--- config.mk ---
export PLATFORM = sky130hd
export DESIGN_NAME = ro_freq_counter
export DESIGN_NICKNAME = d
export VERILOG_FILES = /design/src/rtl/ro_freq_counter.sv
export SDC_FILE = /design/constraint.sdc
export NUM_CORES = 1
export LEC_CHECK = 0
export ABC_AREA = 1
export CORE_AREA = 2 2 120 122
export CTS_CLUSTER_DIAMETER = 80
export CTS_CLUSTER_SIZE = 40
export DETAILED_ROUTE_END_ITERATION = 6
export DIE_AREA = 0 0 122 124
export HOLD_SLACK_MARGIN = 0.08
export SLEW_MARGIN = 20
export SYNTH_ARGS = -nofsm -noshare
export SYNTH_HDL_FRONTEND = slang
export SYNTH_SLANG_ARGS = --single-unit
--- constraint.sdc ---
create_clock -name wb_clk_i -period 1.85 [get_ports wb_clk_i]
set_clock_uncertainty 0.05 [all_clocks]
set_input_delay 0.4625 -clock wb_clk_i [delete_from_list [all_inputs] [get_ports wb_clk_i]]
set_output_delay 0.4625 -clock wb_clk_i [all_outputs]
set_load 0.05 [all_outputs]
--- src/rtl/ro_freq_counter.sv ---
// ro_freq_counter
//   Counts rising edges of a ring-oscillator signal over a programmable gate
//   window of wb_clk_i cycles. Frequency = count_o * f_clk / gate_cycles.
//   The oscillator input is asynchronous and is synchronized before edge
//   detection, so the measurable frequency must stay below f_clk/2.
//
// Ports
//   wb_clk_i       system clock, sole clock of the block
//   wb_rst_i       synchronous active-high reset
//   ro_in          asynchronous oscillator signal from the select mux
//   start_i        measurement request, level-sampled in IDLE and DONE
//   gate_cycles_i  window length N in clocks, latched when a start is accepted
//   count_o        edge count of the last completed measurement (held)
//   overflow_o     last measurement saturated the edge counter
//   done_o         one-cycle strobe, count_o/overflow_o just updated
//   busy_o         measurement in progress (ARM or GATE)
module ro_freq_counter #(
    parameter int GATE_W      = 16,
    parameter int CNT_W       = 24,
    parameter int SYNC_STAGES = 2
) (
    input  logic              wb_clk_i,
    input  logic              wb_rst_i,
    input  logic              ro_in,
    input  logic              start_i,
    input  logic [GATE_W-1:0] gate_cycles_i,
    output logic [CNT_W-1:0]  count_o,
    output logic              overflow_o,
    output logic              done_o,
    output logic              busy_o
);

    typedef enum logic [1:0] {
        IDLE = 2'd0,
        ARM  = 2'd1,
        GATE = 2'd2,
        DONE = 2'd3
    } state_t;

    localparam logic [CNT_W-1:0] CNT_MAX = '1;

    state_t                 state_q, state_d;
    logic [SYNC_STAGES-1:0] sync_q, sync_d;
    logic                   ro_prev_q, ro_prev_d;
    logic [GATE_W-1:0]      n_q, n_d;
    logic [GATE_W-1:0]      gate_cnt_q, gate_cnt_d;
    logic [CNT_W-1:0]       edge_cnt_q, edge_cnt_d;
    logic                   sat_q, sat_d;
    logic [CNT_W-1:0]       count_q, count_d;
    logic                   ovf_q, ovf_d;

    logic                   ro_s;
    logic                   rise;

    // Synchronizer shift chain and edge detector.
    assign ro_s = sync_q[SYNC_STAGES-1];
    assign rise = ro_s & ~ro_prev_q;

    always_comb begin
        sync_d    = {sync_q[SYNC_STAGES-2:0], ro_in};
        ro_prev_d = ro_s;
    end

    always_comb begin
        state_d    = state_q;
        n_d        = n_q;
        gate_cnt_d = gate_cnt_q;
        edge_cnt_d = edge_cnt_q;
        sat_d      = sat_q;
        count_d    = count_q;
        ovf_d      = ovf_q;

        case (state_q)
            IDLE: begin
                if (start_i) begin
                    n_d     = gate_cycles_i;
                    state_d = ARM;
                end
            end

            ARM: begin
                // No counting here: the edge detector settles on the current
                // level, so a line already high never yields a false edge.
                edge_cnt_d = '0;
                sat_d      = 1'b0;
                gate_cnt_d = n_q;
                if (n_q == '0) begin
                    state_d = DONE;
                    count_d = '0;
                    ovf_d   = 1'b0;
                end else begin
                    state_d = GATE;
                end
            end

            GATE: begin
                if (rise) begin
                    if (edge_cnt_q == CNT_MAX) begin
                        sat_d = 1'b1;
                    end else begin
                        edge_cnt_d = edge_cnt_q + CNT_W'(1);
                    end
                end
                gate_cnt_d = gate_cnt_q - GATE_W'(1);
                // Result is captured on the way into DONE so that it is
                // already visible while done_o is high; it includes an edge
                // seen in this final gate cycle.
                if (gate_cnt_q == GATE_W'(1)) begin
                    state_d = DONE;
                    count_d = edge_cnt_d;
                    ovf_d   = sat_d;
                end
            end

            DONE: begin
                if (start_i) begin
                    n_d     = gate_cycles_i;
                    state_d = ARM;
                end else begin
                    state_d = IDLE;
                end
            end

            default: begin
                state_d = IDLE;
            end
        endcase
    end

    always_ff @(posedge wb_clk_i) begin
        if (wb_rst_i) begin
            state_q    <= IDLE;
            sync_q     <= '0;
            ro_prev_q  <= 1'b0;
            n_q        <= '0;
            gate_cnt_q <= '0;
            edge_cnt_q <= '0;
            sat_q      <= 1'b0;
            count_q    <= '0;
            ovf_q      <= 1'b0;
        end else begin
            state_q    <= state_d;
            sync_q     <= sync_d;
            ro_prev_q  <= ro_prev_d;
            n_q        <= n_d;
            gate_cnt_q <= gate_cnt_d;
            edge_cnt_q <= edge_cnt_d;
            sat_q      <= sat_d;
            count_q    <= count_d;
            ovf_q      <= ovf_d;
        end
    end

    assign count_o    = count_q;
    assign overflow_o = ovf_q;
    assign done_o     = (state_q == DONE);
    assign busy_o     = (state_q == ARM) || (state_q == GATE);

endmodule

# Word-level counts from Yosys, hierarchy flattened
# Cells that the tools add are included.
[op_classes]
n_addsub = 2
muxes = 18
bitwise = 2
reduce_logical = 8
n_eq_ne = 8
[op_table]
columns = ["operator", "n"]
rows = [
  ["two-way mux 24 bit", 4],
  ["one-hot mux 24 bit (2 select lines)", 2],
  ["one-hot mux 16 bit (2 select lines)", 1],
  ["adder 24 x 1 -> 24 bit, second input constant", 1],
  ["equality test 24 bit, second input constant", 1],
  ["equality test 16 x 1 -> 1 bit, second input constant", 1],
  ["logical NOT 16 bit", 1],
  ["subtractor 16 x 1 -> 16 bit, second input constant", 1],
  ["one-hot mux 2 bit (4 select lines)", 1],
  ["two-way mux 1 bit", 6],
  ["inequality test 2 bit, second input constant", 3],
  ["equality test 2 bit, second input constant", 2],
  ["two-way mux 2 bit", 2],
  ["one-hot mux 1 bit (2 select lines)", 2],
  ["AND reduction 2 bit", 2],
  ["AND reduction 3 bit", 1],
  ["equality test 2 x 1 -> 1 bit, second input constant", 1],
  ["logical NOT 2 bit", 1],
  ["nonzero test 2 bit", 1],
  ["OR reduction 2 bit", 1],
  ["AND 1 bit", 1],
  ["logical OR 1 bit", 1],
  ["inverter 1 bit", 1],
]
[word_totals]
wordCells = 47
output_inout_bits = 27
reg_bits = 87

# Longest topological paths before layout
# Gate-level depths: netlist of run 1.
[depth]
word_depth = 5
mapped_depth = 11
mapped_depth_nobuf = 11

# Worst setup path after synthesis of run 1
# Ideal clock, no wire load.
[synth_timing]
path_kind = "register to register"
startpoint = "reg state_q[0]"
endpoint = "reg edge_cnt_q[10]"
stages_incl_launch_ff = 7
slack_ns = -0.159
required_ns = 1.672
setup_time_ns = 0.128
path_buffers = 3
t_arrival_ns = 1.830
cell_sequence = "dfxtp_1 > inv_1 > ha_1 > clkbuf_1 > clkbuf_1 > clkbuf_1 > a21oi_1"
[synth_via]
elab_chain_cells = 2
elab_cells_between_ends = 4
[synth_rtl]
columns = ["item", "line_no", "text"]
rows = [
  ["from (decl)", "42", "state_t state_q, state_d;"],
  ["from (signal assigned)", "142", "state_q <= state_d;"],
  ["equality test 2 bit or equality test 2 x 1 -> 1 bit (tied branches)", "73", "case (state_q)"],
  ["one-hot mux 24 bit (2 select lines) or nonzero test 2 bit (tied branches)", "n/a", ""],
  ["to (signal assigned)", "147", "edge_cnt_q <= edge_cnt_d;"],
  ["to (decl)", "47", "logic [CNT_W-1:0] edge_cnt_q, edge_cnt_d;"],
]
# Several ways; a longest one is shown, not always the timed one.
# A chain may end at the register's enable or synchronous reset.

# Worst setup path after layout of run 1
[layout_timing]
startpoint = "reg state_q[1]"
endpoint = "out busy_o"
[layout_via]
elab_chain_cells = 2
elab_cells_between_ends = 3
[layout_rtl]
columns = ["item", "line_no", "text"]
rows = [
  ["equality test 2 x 1 -> 1 bit or equality test 2 bit (tied branches)", "157", "assign busy_o = (state_q == ARM) || (state_q == GATE);"],
  ["logical OR 1 bit (*)", "157", ""],
  ["to (decl)", "30", "output logic busy_o"],
]
# Every way passes the cells marked *; elsewhere a longest branch is shown, timed or not.

==> results.py, run 1 <==
metrics = {
    "outcome": {
        "status": "finished clean",
    },
    "worst_setup_path": {
        "required_ps": 1340,
        "worst-path-buf-inv": 2,
        "critPathTopFamily": "flip-flops",
        "startpoint_type": "flip-flop",
        "ff2ff_setup_slack_ps": 140,
        "critPathSlowestCell": "dfxtp_1",
        "end_kind": "output port",
        "reg2reg_to": "count_o[9]",
        "worstPathCellList": "inv_1 > ha_4 > buf_12",
        "reg2reg_from": "edge_cnt_q[0]",
        "cp_data_arrival_time_ps": 1230,
        "critPathMaxStageDelay_ps": 350,
        "critical_path_class": "reg -> out",
        "r2r_cells": 9,
        "path_max_fanout": 3,
    },
    "routing": {
        "viasPerCell": 4.73,
        "drt-pass1-iter-count": 4,
        "dr.first_iter.drc_count": 267,
        "wl_um": 11700,
        "routedWlPerCell_um": 12.1,
        "drtAntennaViolNets": 0,
        "drc": 0,
        "vias": 4541,
    },
    "floorplanning": {
        "start_util_pct": 34.4,
        "die-area_um2": 15100,
        "core_um2": 13700,
        "ioPinCount": 47,
        "num_rows": 43,
        "die_w_um": 122,
        "die_y_um": 124,
    },
    "clock_network": {
        "clk_pin_slew_worst_paths_ps": 60,
        "htreeDepth": 3,
        "cts.sinks": 87,
        "hold_buffers": 0,
        "numCtsBuffers": 9,
        "clockRootBuffer": "clkbuf_16",
        "cts_tree": "done",
        "clock_latency_ps": 350,
        "cts_max_path_buffers": 2,
    },
    "final_layout": {
        "fin_nets": 802,
        "area_growth_pct": 23.8,
        "nFillCells": 1450,
        "ff_latch_area_um2": 1740,
        "fin_cells": 960,
        "drive_gt1_share_pct": 13.8,
        "multiInputGateArea_um2": 2480,
        "num_antenna_cells": 0,
    },
    "synth": {
        "synth-compound-area-share_pct": 17.8,
        "ys_ff_latch": 87,
        "syn_area_per_cell_um2": 6.54,
        "yosys_warnings": 0,
        "syn_nets": 748,
        "synth_fa_ha_area_share_pct": 1.86,
        "yosys.area.top_type": "dfxtp_1",
        "yosys.area_share.simple_pct": 30.8,
        "synth_top_area_share_pct": 36.9,
        "muxShareOfSynthArea_pct": 0,
        "synth_area_leaders": "dfxtp_1 37%, nand2_1 14%, a21oi_1 9.2%",
        "synthXorXnorAreaFrac_pct": 1.30,
        "synth_top_family_by_area": "simple AND/OR/NAND/NOR gates",
        "syn_area_um2": 4720,
        "ys_types": 34,
        "ys_seq_area_share_pct": 36.9,
        "synthCells": 721,
    },
    "sta": {
        "setup_viol": 0,
        "final.min_clock_period_ps": 1740,
        "fmax_mhz": 574,
        "worst_hold_slack_ps": 354,
        "rsz0062_at_grt": "yes",
        "drv_slew": 0,
        "slew_headroom_pct": 76.1,
        "tightest_slew_ps": 357,
        "period_share_pct": 94.1,
        "final-hold-violation-count": 0,
    },
    "power": {
        "p_sw_uw": 5000,
        "leakagePower_uw": 0.00244,
        "clockPowerShare_pct": 17.6,
        "p_comb_share_pct": 53.4,
        "swShare_pct": 45.8,
        "cellPowerDensity_nw_per_um2": 1870,
        "power.share.sequential_pct": 29.0,
        "p_int_uw": 5930,
        "vdd.ir_drop.worst_mv": 0.953,
        "power_uw": 10900,
    },
    "hold_path": {
        "min_to": "sync_q[1]",
        "worstHoldPathType": "reg -> reg",
        "holdPathStages": 2,
        "min_from": "sync_q[0]",
    },
    "placed_design": {
        "detailed_place_hpwl_um": 8230,
        "io_buffers": 46,
        "placed_cells": 942,
        "gp_congestion": 0.889,
    },
    "global_route": {
        "grt_max_degree": 71,
        "track_usage_pct": 16.1,
        "antenna_found_initial": 0,
        "globalRoute.totalOverflow": 0,
        "grt_pass1_wl_um": 19300,
        "grt_pass1_vias": 4165,
    },
    "flow_run": {
        "maxCapViolations": 0,
    },
}
## final cells by class
type	instances	area share, %
Clock buffer	12	4.05
Clock inverter	4	1.20
Inverter	94	6.04
Multi-Input combinational cell	504	42.5
Sequential cell	87	29.9
Tap cell	180	3.86
Timing Repair Buffer	79	12.5
## layout by cell type (no fill, tap or decap), types with 4 or more instances in the layout
| cell | Yosys | final |
|---|---|---|
| a21oi_1 | 87 | 87 |
| buf_12 | 0 | 7 |
| buf_4 | 3 | 53 |
| clkbuf_16 | 0 | 9 |
| clkdlybuf4s50_1 | 0 | 19 |
| dfxtp_1 | 87 | 85 |
| ha_1 | 7 | 5 |
| inv_1 | 90 | 90 |
| nand2_1 | 173 | 173 |
| nand2_2 | 4 | 4 |
| nand3_1 | 61 | 61 |
| nand4_1 | 9 | 9 |
| nor2_1 | 53 | 50 |
| nor2_2 | 5 | 7 |
| nor2_4 | 4 | 5 |
| nor3_1 | 8 | 5 |
| o211ai_1 | 6 | 6 |
| o21ai_0 | 61 | 61 |
| or2_2 | 4 | 4 |
| xor2_1 | 5 | 5 |
## worst max-delay path by stage
stage | slack, ps | depth (start not counted) | startpoint | to
after floorplan | 50 | 6 | state_q[0] | edge_cnt_q[10]
after global placement | 110 | 7 | state_q[0] | gate_cnt_q[9]
after detailed placement | 120 | 7 | state_q[0] | gate_cnt_q[9]
after CTS | 60 | 3 | state_q[0] | busy_o
after global routing | -8 | 9 | edge_cnt_q[1] | edge_cnt_q[8]
final | 110 | 3 | state_q[1] | busy_o
## through the flow
| step | util (%) | setup slack [ps] | TNS (ps) | area (um^2) |
|---|---|---|---|---|
| floorplan | - | 52.0 | 0 | 4730 |
| global placement | 40.0 | 114 | 0 | 5480 |
| detailed placement | 40.0 | 118 | 0 | 5480 |
| CTS | 42.3 | 58.2 | 0 | 5810 |
| global route | 42.6 | -7.63 | -7.63 | 5840 |
| finish | 42.6 | 109 | 0 | 5840 |
## repair_timing
item | CTS | global route
setup buffers | 2 | 0
resized for setup | 0 | 10
pin swaps | 1 | 1
setup endpoints to repair | 1 | 19
## cell usage after synthesis, drive strengths merged
cell type	count
nand2	177
inv	93
a21oi	87
dfxtp	87
nand3	65
nor2	62
o21ai	62
clkbuf	24
buf	12
nand4	9
nor3	8
ha	7
o211ai	6
xor2	5
or2	4
nand3b	3
a211oi	2
a31oi	2
xnor2	2
and2	1
clkinv	1
o221ai	1
o22ai	1
## per-layer routing
| layer | up-vias | global-route usage (%) | part of all wire, % |
|---|---|---|---|
| met5 | - | 0 | 0 |
| met4 | 0 | 6.82 | 1.7 |
| met3 | 14 | 4.12 | 3.2 |
| met2 | 77 | 27.7 | 48 |
| met1 | 2021 | 19.1 | 47 |
| li1 | 2429 | - | - |
## power groups by stage
stage / Combinational [uW] / Sequential [uW] / Clock [uW]
finish: 5840 / 3170 / 1920
floorplan: 3420 / 3810 / 0
global route: 6540 / 3260 / 2060
CTS: 5860 / 3160 / 1970
global placement: 5760 / 3200 / 0
detailed placement: 5790 / 3190 / 0
## worst register-to-register path, delay by kind of cell, from the launching register on
family          cells  cell delay [ps]
flops               1              330
fa+ha+maj           1              180
compound gates      1              150
simple gates        7              930
## kinds of logic after synthesis
| group | after synthesis |
|---|---|
| AO/OA/AOI/OAI | 161 |
| AND/OR/NAND/NOR | 329 |
| XOR/XNOR | 7 |
| flip-flops | 87 |
| adder cells (fa/ha/maj) | 7 |
| buffers and inverters | 130 |
## registers in the layout (all words and copies together), names as in the netlist
name / flops
count_o: 24
edge_cnt_q: 24
gate_cnt_q: 16
n_q: 16
overflow_o: 1
ro_prev_q: 1
sat_q: 1
state_q: 2
sync_q: 2
(Power assumes the default switching activity.)
==> inputs of run 2 (changes only) <==
Settings changed: CTS_BUF_LIST set to sky130_fd_sc_hd__clkbuf_4 sky130_fd_sc_hd__clkbuf_8.
==> run 2 against run 1 <==
Worst setup slack got worse by 43 ps. Utilization decreased by 0.60 points. Sequential cell count unchanged. Register-to-register slack improved by 20 ps. Combinational power about the same. Fmax decreased by 2.4%. Via count decreased by 0.44%. Non-clock buffer count unchanged. Cell count unchanged. Count of clock-buffer cells in the layout unchanged. Highest routed layer unchanged.
==> results.py, run 2 (synthesis gave the netlist of run 1 again) <==
metrics = {
    "clock_network": {
        "hold_buffers": 0,
        "cts.sinks": 87,
        "clk_pin_slew_worst_paths_ps": 80,
        "htreeDepth": 3,
        "clockRootBuffer": "clkbuf_8",
        "numCtsBuffers": 9,
        "cts_tree": "done",
        "cts_max_path_buffers": 2,
        "clock_latency_ps": 380,
    },
    "power": {
        "clockPowerShare_pct": 14.1,
        "vdd.ir_drop.worst_mv": 0.978,
        "swShare_pct": 47.0,
        "leakagePower_uw": 0.00241,
        "power_uw": 10500,
        "p_int_uw": 5540,
        "power.share.sequential_pct": 30.2,
        "p_comb_share_pct": 55.6,
        "cellPowerDensity_nw_per_um2": 1820,
        "p_sw_uw": 4910,
    },
    "final_layout": {
        "num_antenna_cells": 0,
        "fin_cells": 960,
        "drive_gt1_share_pct": 14.5,
        "area_growth_pct": 22.0,
        "final_cell_area_um2": 5760,
        "final_cell_mix": "173 x nand2_1, 90 x inv_1, 87 x a21oi_1, 84 x dfxtp_1",
        "fin_nets": 802,
        "final_common_cell": "nand2_1",
    },
    "floorplanning": {
        "ioPinCount": 47,
        "num_rows": 43,
        "die_y_um": 124,
        "start_util_pct": 34.4,
        "die-area_um2": 15100,
        "die_w_um": 122,
        "core_um2": 13700,
    },
    "global_route": {
        "antenna_found_initial": 0,
        "grt_max_degree": 71,
        "track_usage_pct": 16.0,
        "grt_pass1_vias": 4132,
        "grt_pass1_wl_um": 19200,
        "globalRoute.totalOverflow": 0,
    },
    "routing": {
        "vias": 4521,
        "dr.first_iter.drc_count": 275,
        "viasPerCell": 4.71,
        "drc": 0,
        "drt-pass1-iter-count": 4,
        "wl_um": 11500,
        "drtAntennaViolNets": 0,
        "routedWlPerCell_um": 12.0,
    },
    "flow_run": {
        "maxCapViolations": 0,
    },
    "sta": {
        "period_share_pct": 96.4,
        "slew_headroom_pct": 75.8,
        "setup_ws_ps": 66.2,
        "drv_slew": 0,
        "final.min_clock_period_ps": 1780,
        "setup_viol": 0,
        "final-hold-violation-count": 0,
        "fin_tns_setup_ps": 0,
        "tightest_slew_ps": 362,
        "fmax_mhz": 561,
    },
    "placed_design": {
        "placed_cells": 942,
        "dp_slack_ps": 118,
        "place_area_um2": 5480,
        "gp_congestion": 0.889,
        "detailed_place_hpwl_um": 8230,
        "io_buffers": 46,
    },
    "worst_setup_path": {
        "startpoint_type": "flip-flop",
        "crit_path_start": "state_q[0]",
        "critical_path_class": "reg -> out",
        "reg2reg_from": "state_q[1]",
        "cp_data_arrival_time_ps": 1270,
        "ff2ff_setup_slack_ps": 160,
        "reg2reg_to": "count_o[8]",
        "crit_end": "busy_o",
        "required_ps": 1340,
        "r2r_cells": 11,
        "end_kind": "output port",
        "path_max_fanout": 3,
    },
    "hold_path": {
        "min_from": "sync_q[0]",
        "worstHoldPathType": "reg -> reg",
    },
    "outcome": {
        "status": "finished clean",
    },
}
run 2: worst max-delay path: stages, from the launching register on:
cell     delay (ps)
dfxtp_2         360
inv_1            90
ha_4            310
buf_12          130
run 2: final cells by class:
type,instances,area [um^2]
tap,180,225
timing repair buffer,79,732
inverter,94,353
multi-input combinational,504,2480
clock buffer,12,146
clock inverter,4,70.1
sequential,87,1750
fill,1455,7960
run 2: routing by layer:
metal | vias to the layer above | GRT usage, % | routed length, um
met4 | 0 | 6.90 | 183
met1 | 2015 | 18.9 | 5530
met5 | - | 0 | 0
met2 | 56 | 27.7 | 5430
li1 | 2432 | - | -
met3 | 18 | 3.94 | 350
run 2: how the worst min path moves through the flow:
stage	endpoint	slack [ps]	cells past startpoint
finish	sync_q[1]	350	2
global placement	sync_q[1]	340	2
floorplan	sync_q[1]	340	2
global route	sync_q[1]	360	2
detailed placement	sync_q[1]	350	2
CTS	sync_q[1]	360	2
run 2: per-stage QoR:
stage | hold slack, ps | utilization [%]
after floorplan | 338 | -
after global placement | 340 | 40.0
after detailed placement | 349 | 40.0
after CTS | 355 | 41.6
after global routing | 358 | 42.0
final | 354 | 42.0
run 2: what timing repair did:
action                     in CTS  in global routing
setup buffers                   1                  1
setup endpoints to repair       1                 25
pin swaps                       1                  1
resized for setup               0                 13
run 2: power by group through the flow:
stage	Sequential, uW	Clock [uW]	Combinational [uW]
detailed placement	3190	0	5790
global placement	3200	0	5760
floorplan	3810	0	3420
finish	3160	1480	5820
CTS	3160	1530	5830
global route	3260	1620	6520
